## config.mk

```make
export PLATFORM = sky130hd
export DESIGN_NAME = ufu_pkt_ctrl
export DESIGN_NICKNAME = d
export VERILOG_FILES = /design/src/rtl/ufu_pkg.sv /design/src/rtl/ufu_sync_fifo.sv /design/src/rtl/ufu_pkt_ctrl.sv
export SDC_FILE = /design/constraint.sdc
export NUM_CORES = 2
export LEC_CHECK = 0
export ABC_AREA = 1
export CAP_MARGIN = 30
export CORE_MARGIN = 4
export CORE_UTILIZATION = 45
export CTS_CLUSTER_DIAMETER = 150
export DETAILED_ROUTE_END_ITERATION = 12
export GPL_ROUTABILITY_DRIVEN = 0
export HOLD_SLACK_MARGIN = 0.12
export PLACE_DENSITY_LB_ADDON = 0.15
export SLEW_MARGIN = 10
export SYNTH_ARGS = -nofsm -noshare
export SYNTH_HDL_FRONTEND = slang
export SYNTH_HIERARCHICAL = 1
export SYNTH_SLANG_ARGS = --single-unit
```

## constraint.sdc

```tcl
create_clock -name clk_bps -period 3.9 [get_ports clk_bps]
set_input_delay 0.585 -clock clk_bps [delete_from_list [all_inputs] [get_ports clk_bps]]
set_output_delay 0.585 -clock clk_bps [all_outputs]
set_load 0.005 [all_outputs]
```

## src/rtl/ufu_pkg.sv

```systemverilog
// Shared types and constants for the UART->FIFO->UART packet controller.
package ufu_pkg;

  localparam int LENW = 16;
  localparam bit HDR_MSB_FIRST = 1'b1;

  typedef enum logic [3:0] {
    ST_IDLE  = 4'd0,
    ST_RX_LH = 4'd1,
    ST_RX_LL = 4'd2,
    ST_RX_D  = 4'd3,
    ST_DRAIN = 4'd4,
    ST_TX_H  = 4'd5,
    ST_TX_L  = 4'd6,
    ST_TX_D  = 4'd7,
    ST_DONE  = 4'd8
  } state_t;

  function automatic logic [7:0] hdr_byte(input logic [LENW-1:0] len, input logic first);
    if (first == HDR_MSB_FIRST) return len[15:8];
    return len[7:0];
  endfunction

endpackage

```

## src/rtl/ufu_sync_fifo.sv

```systemverilog
// Single-clock FIFO with AW+1 bit wrapping pointers and a synchronous flush.
module ufu_sync_fifo #(
  parameter int DW = 8,
  parameter int AW = 8
) (
  input  logic          clk_bps,
  input  logic          rst_n,
  input  logic          i_flush,
  input  logic          i_wr_en,
  input  logic [DW-1:0] i_din,
  input  logic          i_rd_en,
  output logic [DW-1:0] o_dout,
  output logic          o_empty,
  output logic          o_full,
  output logic [AW:0]   o_level
);

  logic [DW-1:0] r_mem [0:(1<<AW)-1];
  logic [AW:0]   r_wr_ptr;
  logic [AW:0]   r_rd_ptr;
  logic          w_wr;
  logic          w_rd;

  assign o_empty = (r_wr_ptr == r_rd_ptr);
  assign o_full  = (r_wr_ptr[AW] != r_rd_ptr[AW]) && (r_wr_ptr[AW-1:0] == r_rd_ptr[AW-1:0]);
  assign o_level = r_wr_ptr - r_rd_ptr;
  assign o_dout  = r_mem[r_rd_ptr[AW-1:0]];
  assign w_wr    = i_wr_en && !o_full;
  assign w_rd    = i_rd_en && !o_empty;

  always_ff @(posedge clk_bps or negedge rst_n) begin
    if (!rst_n) begin
      r_wr_ptr <= '0;
      r_rd_ptr <= '0;
    end else if (i_flush) begin
      r_wr_ptr <= '0;
      r_rd_ptr <= '0;
    end else begin
      if (w_wr) r_wr_ptr <= r_wr_ptr + 1'b1;
      if (w_rd) r_rd_ptr <= r_rd_ptr + 1'b1;
    end
  end

  // Storage is not reset; only the pointers define validity.
  always_ff @(posedge clk_bps) begin
    if (w_wr && !i_flush) r_mem[r_wr_ptr[AW-1:0]] <= i_din;
  end

endmodule

```

## src/rtl/ufu_pkt_ctrl.sv

```systemverilog
// Length-prefixed packet receiver that buffers the payload and echoes it to uart_tx.
module ufu_pkt_ctrl
  import ufu_pkg::*;
#(
  parameter int DW      = 8,
  parameter int DEPTH   = 256,
  parameter int AW      = 8,
  parameter int TIMEOUT = 4095
) (
  input  logic          clk_bps,
  input  logic          rst_n,
  input  logic          i_start,
  input  logic          i_hdr_en,
  input  logic          i_inv_en,
  input  logic          i_rx_ok,
  input  logic [DW-1:0] i_rx_data,
  input  logic          i_tx_busy,
  input  logic          i_tx_ok,
  output logic          o_tx_start,
  output logic [DW-1:0] o_tx_data,
  output logic          o_busy,
  output logic          o_done,
  output logic          o_err_len,
  output logic          o_err_tmo,
  output logic [AW:0]   o_level
);

  localparam int TW = $clog2(TIMEOUT + 1);
  localparam logic [LENW:0] DEPTH_W = (LENW + 1)'(DEPTH);

  state_t          r_state, w_state_nxt;
  logic [LENW-1:0] r_len, r_rem, w_len_nxt;
  logic [TW-1:0]   r_tmo;
  logic            r_hdr, r_inv, r_out, r_tx_start, r_err_len, r_err_tmo;
  logic [DW-1:0]   r_tx_data, w_tx_word, w_fifo_dout;
  logic            w_rx_st, w_can_tx, w_issue, w_accept, w_set_len, w_set_tmo;
  logic            w_fifo_wr, w_fifo_rd, w_flush, w_fifo_empty, w_fifo_full;

  assign w_len_nxt = {r_len[15:8], i_rx_data[7:0]};
  assign w_rx_st   = (r_state == ST_RX_LH) || (r_state == ST_RX_LL) ||
                     (r_state == ST_RX_D)  || (r_state == ST_DRAIN);
  assign w_can_tx  = !i_tx_busy && !r_out;

  always_ff @(posedge clk_bps or negedge rst_n) begin
    if (!rst_n) r_state <= ST_IDLE;
    else        r_state <= w_state_nxt;
  end

  always_comb begin
    w_state_nxt = r_state;
    w_issue     = 1'b0;
    w_accept    = 1'b0;
    w_fifo_wr   = 1'b0;
    w_fifo_rd   = 1'b0;
    w_flush     = 1'b0;
    w_set_len   = 1'b0;
    w_set_tmo   = 1'b0;
    w_tx_word   = '0;
    case (r_state)
      ST_IDLE: if (i_start) begin
        w_accept    = 1'b1;
        w_state_nxt = ST_RX_LH;
      end
      ST_RX_LH: if (i_rx_ok) w_state_nxt = ST_RX_LL;
      ST_RX_LL: if (i_rx_ok) begin
        if (w_len_nxt == '0)                 w_state_nxt = r_hdr ? ST_TX_H : ST_DONE;
        else if ({1'b0, w_len_nxt} > DEPTH_W) begin
          w_set_len   = 1'b1;
          w_state_nxt = ST_DRAIN;
        end else                             w_state_nxt = ST_RX_D;
      end
      ST_RX_D: if (i_rx_ok) begin
        w_fifo_wr = 1'b1;
        if (r_rem == 16'd1) w_state_nxt = r_hdr ? ST_TX_H : ST_TX_D;
      end
      ST_DRAIN: if (i_rx_ok && r_rem == 16'd1) w_state_nxt = ST_DONE;
      ST_TX_H: begin
        w_tx_word = DW'(hdr_byte(r_len, 1'b1));
        w_issue   = w_can_tx;
        if (i_tx_ok && r_out) w_state_nxt = ST_TX_L;
      end
      ST_TX_L: begin
        w_tx_word = DW'(hdr_byte(r_len, 1'b0));
        w_issue   = w_can_tx;
        if (i_tx_ok && r_out) w_state_nxt = w_fifo_empty ? ST_DONE : ST_TX_D;
      end
      ST_TX_D: begin
        w_tx_word = r_inv ? ~w_fifo_dout : w_fifo_dout;
        w_issue   = w_can_tx && !w_fifo_empty;
        w_fifo_rd = w_issue;
        if (i_tx_ok && r_out && w_fifo_empty) w_state_nxt = ST_DONE;
      end
      ST_DONE: w_state_nxt = ST_IDLE;
      default: w_state_nxt = ST_IDLE;
    endcase
    // Silence on the line overrides whatever the receive state wanted.
    if (w_rx_st && !i_rx_ok && r_tmo == TW'(TIMEOUT)) begin
      w_state_nxt = ST_DONE;
      w_flush     = 1'b1;
      w_set_tmo   = 1'b1;
      w_fifo_wr   = 1'b0;
    end
  end

  always_ff @(posedge clk_bps or negedge rst_n) begin
    if (!rst_n) begin
      r_len      <= '0;
      r_rem      <= '0;
      r_tmo      <= '0;
      r_hdr      <= 1'b0;
      r_inv      <= 1'b0;
      r_out      <= 1'b0;
      r_tx_start <= 1'b0;
      r_tx_data  <= '0;
      r_err_len  <= 1'b0;
      r_err_tmo  <= 1'b0;
    end else begin
      if (w_accept) begin
        r_hdr     <= i_hdr_en;
        r_inv     <= i_inv_en;
        r_err_len <= 1'b0;
        r_err_tmo <= 1'b0;
      end
      if (w_set_len) r_err_len <= 1'b1;
      if (w_set_tmo) r_err_tmo <= 1'b1;
      if (r_state == ST_RX_LH && i_rx_ok) r_len[15:8] <= i_rx_data[7:0];
      if (r_state == ST_RX_LL && i_rx_ok) begin
        r_len <= w_len_nxt;
        r_rem <= w_len_nxt;
      end else if ((r_state == ST_RX_D || r_state == ST_DRAIN) && i_rx_ok && r_rem != '0) begin
        r_rem <= r_rem - 1'b1;
      end
      if (!w_rx_st || i_rx_ok || w_state_nxt != r_state) r_tmo <= '0;
      else                                                r_tmo <= r_tmo + 1'b1;
      r_tx_start <= w_issue;
      if (w_issue) begin
        r_tx_data <= w_tx_word;
        r_out     <= 1'b1;
      end else if (i_tx_ok) begin
        r_out     <= 1'b0;
      end
    end
  end

  ufu_sync_fifo #(.DW(DW), .AW(AW)) u_fifo (
    .clk_bps (clk_bps),
    .rst_n   (rst_n),
    .i_flush (w_flush),
    .i_wr_en (w_fifo_wr && !w_fifo_full),
    .i_din   (i_rx_data),
    .i_rd_en (w_fifo_rd),
    .o_dout  (w_fifo_dout),
    .o_empty (w_fifo_empty),
    .o_full  (w_fifo_full),
    .o_level (o_level)
  );

  assign o_tx_start = r_tx_start;
  assign o_tx_data  = r_tx_data;
  assign o_busy     = (r_state != ST_IDLE);
  assign o_done     = (r_state == ST_DONE);
  assign o_err_len  = r_err_len;
  assign o_err_tmo  = r_err_tmo;

endmodule

```

---- Word level (Yosys, flattened, before mapping) ----
Memory sizes are Yosys's and may differ from the RTL's.
Cells that the tools add are included.
word-level totals
  input bits .............................. 16
  memories ................................ 1
  word-level logic and storage cells ...... 124
  RAM bits ................................ 2048
  register bits ........................... 80
  bits in latches ......................... 0
  output and inout port bits .............. 22
  ROM bits ................................ 0
memory list
  name          words  width  read ports  clocked after Yosys merged registers in  wr ports  RTL line             RTL
  u_fifo.r_mem  256    8      1           0                                        1         ufu_sync_fifo.sv:18  logic [DW-1:0] r_mem [0:(1<<AW)-1];
cells by class
  reductions and logical operators ........ 41
  divide/modulo/power cells ............... 0
  eq/ne operators ......................... 14
  add/sub/neg operators ................... 5
  multipliers ............................. 0
  mux-type cells .......................... 46
  shift-type cells ........................ 0
  magnitude comparators ................... 1
  bitwise logic cells ..................... 2
operators with widths
  operator                 number
  $mux W4                  13
  $mux W9                  4
  $mux W16                 2
  $pmux W4 S8              1
  $pmux W8 S3              1
  $mux W1                  19
  $add A9 B1 Y9 const B    2
  $eq A16 B1 Y1 const B    1
  $eq A4 B3 Y1 const B     4
  $gt A16 B9 Y1 const B    1
  $logic_and A1 B1 Y1      16
  $logic_not A16 Y1        1
  $mux W8                  2
  $reduce_bool A16 Y1      1
  $sub A16 B1 Y16 const B  1
  $add A12 B1 Y12 const B  1
  $eq A12 B12 Y1 const B   1
  $mux W12                 1
  $reduce_bool A2 Y1       6
  $eq A9 B9 Y1             1
  $sub A9 B9 Y9            1
  $eq A4 B2 Y1 const B     2
  $eq A8 B8 Y1             1
  $not A8 Y8               1
  14 further kinds         25

---- Longest topological paths before layout ----
  depth after elaboration ................. 12
  depth in mapped cells ................... 23

---- Modules after synthesis ----
The synthesis kept the hierarchy.
by module, submodules not included
  module         cells each  area each (µm²)  times used
  ufu_sync_fifo  7779        86314.0          1
  ufu_pkt_ctrl   461         3569.7           1

---- Worst setup path before layout ----
No wires, ideal clock.
  path type ............................... register to register
  from .................................... reg u_fifo.r_rd_ptr[3]
  to ...................................... mem u_fifo.r_mem[108][0], enable pin
  cell stages (with the launch flop) ...... 16
  arrival ................................. 3023 ps
  path slack .............................. 507 ps
  setup time .............................. 370 ps
  period minus slack after synthesis ...... 3393 ps
  cells stage by stage .................... dfrtp_1 buf_2 clkinv_1 clkbuf_1 clkbuf_1 ha_1 nand4_1 or2_1 inv_1 nor3_1 nand2_1 nor2_1 buf_2 nand3_1 buf_4 nor2_1
on the way
  longest elaborated chain between the ends .. 8
ends and longest elaborated chain
  item                             RTL line                                  RTL
  start: declaration               ufu_sync_fifo.sv:20                       logic [AW:0] r_rd_ptr;
  start signal: assignment         ufu_sync_fifo.sv:40                       if (w_rd) r_rd_ptr <= r_rd_ptr + 1'b1;
  $eq A8 B8 Y1 *                   ufu_sync_fifo.sv:25                       assign o_full = (r_wr_ptr[AW] != r_rd_ptr[AW]) && (r_wr_ptr[AW-1:0] == r_rd_ptr[AW-1:0]);
  $logic_and A1 B1 Y1 *            ufu_sync_fifo.sv:25
  named net w_fifo_full            ufu_pkt_ctrl.sv:37                        logic w_fifo_wr, w_fifo_rd, w_flush, w_fifo_empty, w_fifo_full;
  $logic_not A1 Y1 *               ufu_sync_fifo.sv:28, ufu_pkt_ctrl.sv:149
  $logic_and A1 B1 Y1              ufu_pkt_ctrl.sv:149                       .i_wr_en (w_fifo_wr && !w_fifo_full),
  $logic_and A1 B1 Y1 *            ufu_sync_fifo.sv:28                       assign w_wr = i_wr_en && !o_full;
  $logic_and A1 B1 Y1 *            ufu_sync_fifo.sv:46                       if (w_wr && !i_flush) r_mem[r_wr_ptr[AW-1:0]] <= i_din;
  $mux W1 *                        ufu_sync_fifo.sv:46
  $mux W1 (not written as such) *  ufu_sync_fifo.sv:46
  end: declaration                 ufu_sync_fifo.sv:18
The timed path passes the listed nets; every way through them passes the cells marked *.

---- Worst setup path after layout ----
  from .................................... reg u_fifo.r_rd_ptr[1]
  to ...................................... out o_level[4]
on the way
  longest elaborated chain between the ends .. 1
ends and longest elaborated chain
  item              RTL line             RTL
  $sub A9 B9 Y9     ufu_sync_fifo.sv:26  assign o_level = r_wr_ptr - r_rd_ptr;
  end: declaration  ufu_pkt_ctrl.sv:25   output logic [AW:0] o_level
Every way passes these cells.

==> summary.md <==
| Metric | Value |
|---|---|
| Worst-Margin Slew | 1.08 ns |
| Critical path arrival | 3.26 ns |
| CP Capture Type | primary output |
| Combinational family with the most area after synthesis | simple AND/OR/NAND/NOR gates |
| Via/cell ratio | 5.44 |
| RR Startpoint | u_fifo/r_rd_ptr[0] |
| Synth Warn # | 6 |
| Tcrit/Tclk final | 98.6% |
| Filler cells | 17200 |
| NetSw | 27.9 mW |
| Mux cell area share after synthesis | 0% |
| Largest net degree at the start of global routing | roughly 130 |
| Seq/Total Area, Yosys | 70.6% |
| First-pass GRT wire length | approximately 390000 um |
| Drt total wl | 261000 um |
| Die Wd | approximately 450 um |
| WHS | 0.159 ns |
| Hold WC Path Type | in -> reg |
| Clk buf depth | 3 |
| Post-synthesis compound-gate area fraction | 1.83% |
| Fin nets | 8559 |
| Gate Count Post-Synth | 8240 |
| Design area | 103000 um^2 |
| Final hold violation count | 0 |
| VDD IR-drop max | a little under 0.0008 V |
| DIE AREA | 207000 um^2 |
| Synth Area in XOR/XNOR | 0.370% |
| Number of global-route vias before repair | around 59000 |
| Crit-path max cell delay | between 0.5 and 0.6 ns |
| Die Span Y | between 400 and 500 um |
| Port Buffers | 37 |
| DRC | 0 |
| Final Core Density | 52.3% |
| Initial DRC Count | 6575 |
| CP max FO | 9 |
| Total CTS buffers | 217 |
| Hpwl dp | 152000 um |
| Grt ovf | 0 |
| Slew Limit Fails | 0 |
| Most used DFF post-synth | edfxtp_1 |
| Slowest cell on crit path | clkdlybuf4s50_1 |
| Rows | 163 |
| Comb pwr share | 36.0% |
| Hold depth | 1 |
| Worst reg2reg path endpoint | o_tx_data[2] |
| Final setup viols | 0 |
| Initial Utilization | 45.4% |
| Unique masters post-synth | 46 |
| Critical-path cell list | buf_6 > fa_2 > o21ai_4 > buf_4 > xor2_2 > clkdlybuf4s50_1 |
| Vias | 61800 |
| Post-Synth Adder-Cell Area | less than 1% |
| Cell Area, Synth | 89900 um^2 |
| Average instance area after synthesis | 10.9 um^2 |
| CP Launch Type | flip-flop |
| ANT nets after route | 0 |
| Area leader, netlist | edfxtp_1 |
| 1st-pass router iterations | 6 |
| Delay-heaviest family, CP | buffers and inverters |
| Max-slew headroom | roughly 28% |
| Area Overhead vs Synth | 15.1% |
| Clock-pin slew on the worst setup and hold paths | 0.06 ns |
| Synth top area cells | edfxtp_1, nand2_1, nand3_1 |
| Int Power | 44.1 mW |
| Power Dens Cells | 696 nW/um^2 |
| Status | completed |
| Clk root buf | clkbuf_16 |
| Skew final | 0.0376 ns |
| Post-synth EDFFs | 2048 |
| Leak pwr | 39.5 nW |
| Mapped Nets | 8274 |
| Clk pwr share | between 20% and 30% |
| Hold worst-path end | u_fifo/r_mem[250][6] |
| Switching Share | 38.7% |
| Synth top area share | ~68% |
| WS Path Type | reg -> out |
| Clk sinks | between 2000 and 2500 |
| WP buf/inv | 3 |
| H-tree levels | 4 |
| Placed cell area | between 90000 and 100000 um^2 |
| Layout cells sized above 1 | 10.4% |
| Worst R2R Path Depth | 21 |
| Synth async-reset ratio | 3.76% |
| CP required | 3.31 ns |
| Core area | 198000 um^2 |
| Number of synthesized register bits | around 2100 |
| Initial antenna violation count | 7 |
| Fmax achieved | 260 MHz |
| Clk_lat worst skew | 0.88 ns |
| Total track usage | between 20% and 30% |
| DR WL/cell | around 23 um |
| Worst hold path startpoint | i_rx_data[6] |
| CTS tree | built |
| # Max-Cap Violations | 0 |
| Post-Synth Simple-Gate Area | 22.4% |
| Reg-to-reg setup timing slack | 0.25 ns |
| Register share of total power | 35.8% |
| Setup TNS | 0 ns |
| Post-route minimum period | 3.84 ns |
| Ports | 38 |
## metrics by stage
step | setup WS (ns) | total power, mW | std cells
final | 0.0565 | 72.0 | 11400
after floorplan | 0.507 | 41.6 | 8240
after global routing | -0.0104 | 75.6 | 11400
after CTS | 0.00258 | 72.1 | 11300
after detailed placement | 0.407 | 51.8 | 10900
after global placement | 0.359 | 51.7 | 10900
## cells by family after synthesis
logic type      after synthesis
simple gates               4801
xor+xnor                     38
flops                      2128
fa+ha+maj                    18
buf+inv                     956
compound gates              299
## cell usage in the layout (no fill, tap or decap), types with 15 or more instances in the layout
cell type / netlist / final
nand2_1: 2576 / 2574
edfxtp_1: 2048 / 2048
nand3_1: 1492 / 1489
nor2_1: 672 / 670
inv_1: 448 / 447
buf_4: 21 / 432
clkbuf_16: 0 / 217
o21ai_0: 182 / 180
buf_12: 0 / 83
dfrtp_1: 80 / 75
clkbuf_1: 150 / 63
clkinv_1: 4 / 47
a21oi_1: 47 / 44
clkinv_2: 0 / 38
o211ai_1: 33 / 33
xor2_1: 31 / 29
clkdlybuf4s50_1: 0 / 26
o21ai_1: 21 / 22
ha_1: 17 / 15
bufinv_16: 0 / 15
## registers in the layout, summed over array words and instances, names as in the netlist
name	count
o_err_tmo	1
o_tx_data	8
r_out	1
r_tmo	12
r_inv	1
u_fifo/r_wr_ptr	9
r_rem	16
o_tx_start	1
o_err_len	1
r_state	4
r_len	16
u_fifo/r_rd_ptr	9
u_fifo/r_mem	2048
r_hdr	1
## Yosys cell counts, types with 31 or more instances
cell / instances
o211ai_1: 33
nand3_1: 1492
o21ai_0: 182
xor2_1: 31
dfrtp_1: 80
inv_1: 448
nor2_1: 672
clkbuf_1: 150
a21oi_1: 47
nand2_1: 2576
edfxtp_1: 2048
buf_1: 73
buf_2: 242
## power by group through the flow
| stage | Sequential, mW | Clock, mW | Combinational (mW) |
|---|---|---|---|
| 2_1_floorplan | 26.1 | 0 | 15.5 |
| 3_3_place_gp | 26.3 | 0 | 25.4 |
| 3_5_place_dp | 26.3 | 0 | 25.5 |
| 4_1_cts | 25.8 | 20.6 | 25.7 |
| 5_1_grt | 25.8 | 21.6 | 28.2 |
| 6_report | 25.8 | 20.2 | 25.9 |
## worst max-delay path by stage
| stage | cells past startpoint | to | start | slack (ns) |
|---|---|---|---|---|
| detailed placement | 20 | o_tx_data[2] | u_fifo/r_rd_ptr[0] | 0.41 |
| global route | 8 | o_level[6] | u_fifo/r_rd_ptr[1] | -0.01 |
| floorplan | 15 | u_fifo/r_mem[108][0] | u_fifo/r_rd_ptr[3] | 0.51 |
| finish | 6 | o_level[4] | u_fifo/r_rd_ptr[1] | 0.06 |
| global placement | 20 | o_tx_data[2] | u_fifo/r_rd_ptr[0] | 0.36 |
| CTS | 8 | o_level[8] | u_fifo/r_rd_ptr[3] | 0.003 |
## what timing repair did
action,4_1_cts,5_1_grt
setup endpoints to repair,5,4
buffers inserted,1,6
hold buffers,2,0
hold endpoints to repair,95,0
gates resized for setup,14,7
pin swaps,5,6
## area by class of cell
class	instances	area, um^2	share of cell area (%)
Antenna cell	5	12.5	0.0121
Clock buffer	281	5680	5.49
Clock inverter	125	1210	1.17
Inverter	465	1770	1.71
Multi-Input combinational cell	5156	22600	21.8
Sequential cell	2128	63500	61.4
Tap cell	2640	3300	3.19
Timing Repair Buffer	557	5380	5.20
## metal layers
metal | share of wire, % | GRT usage (%) | wire, um
met2 | 47 | 39.6 | 122000
met4 | 3.1 | 7.95 | 8100
met3 | 7.0 | 3.52 | 18200
met1 | 43 | 35.5 | 113000
met5 | 0 | 0 | 0
No activity file was read; power rests on OpenSTA's default activity.
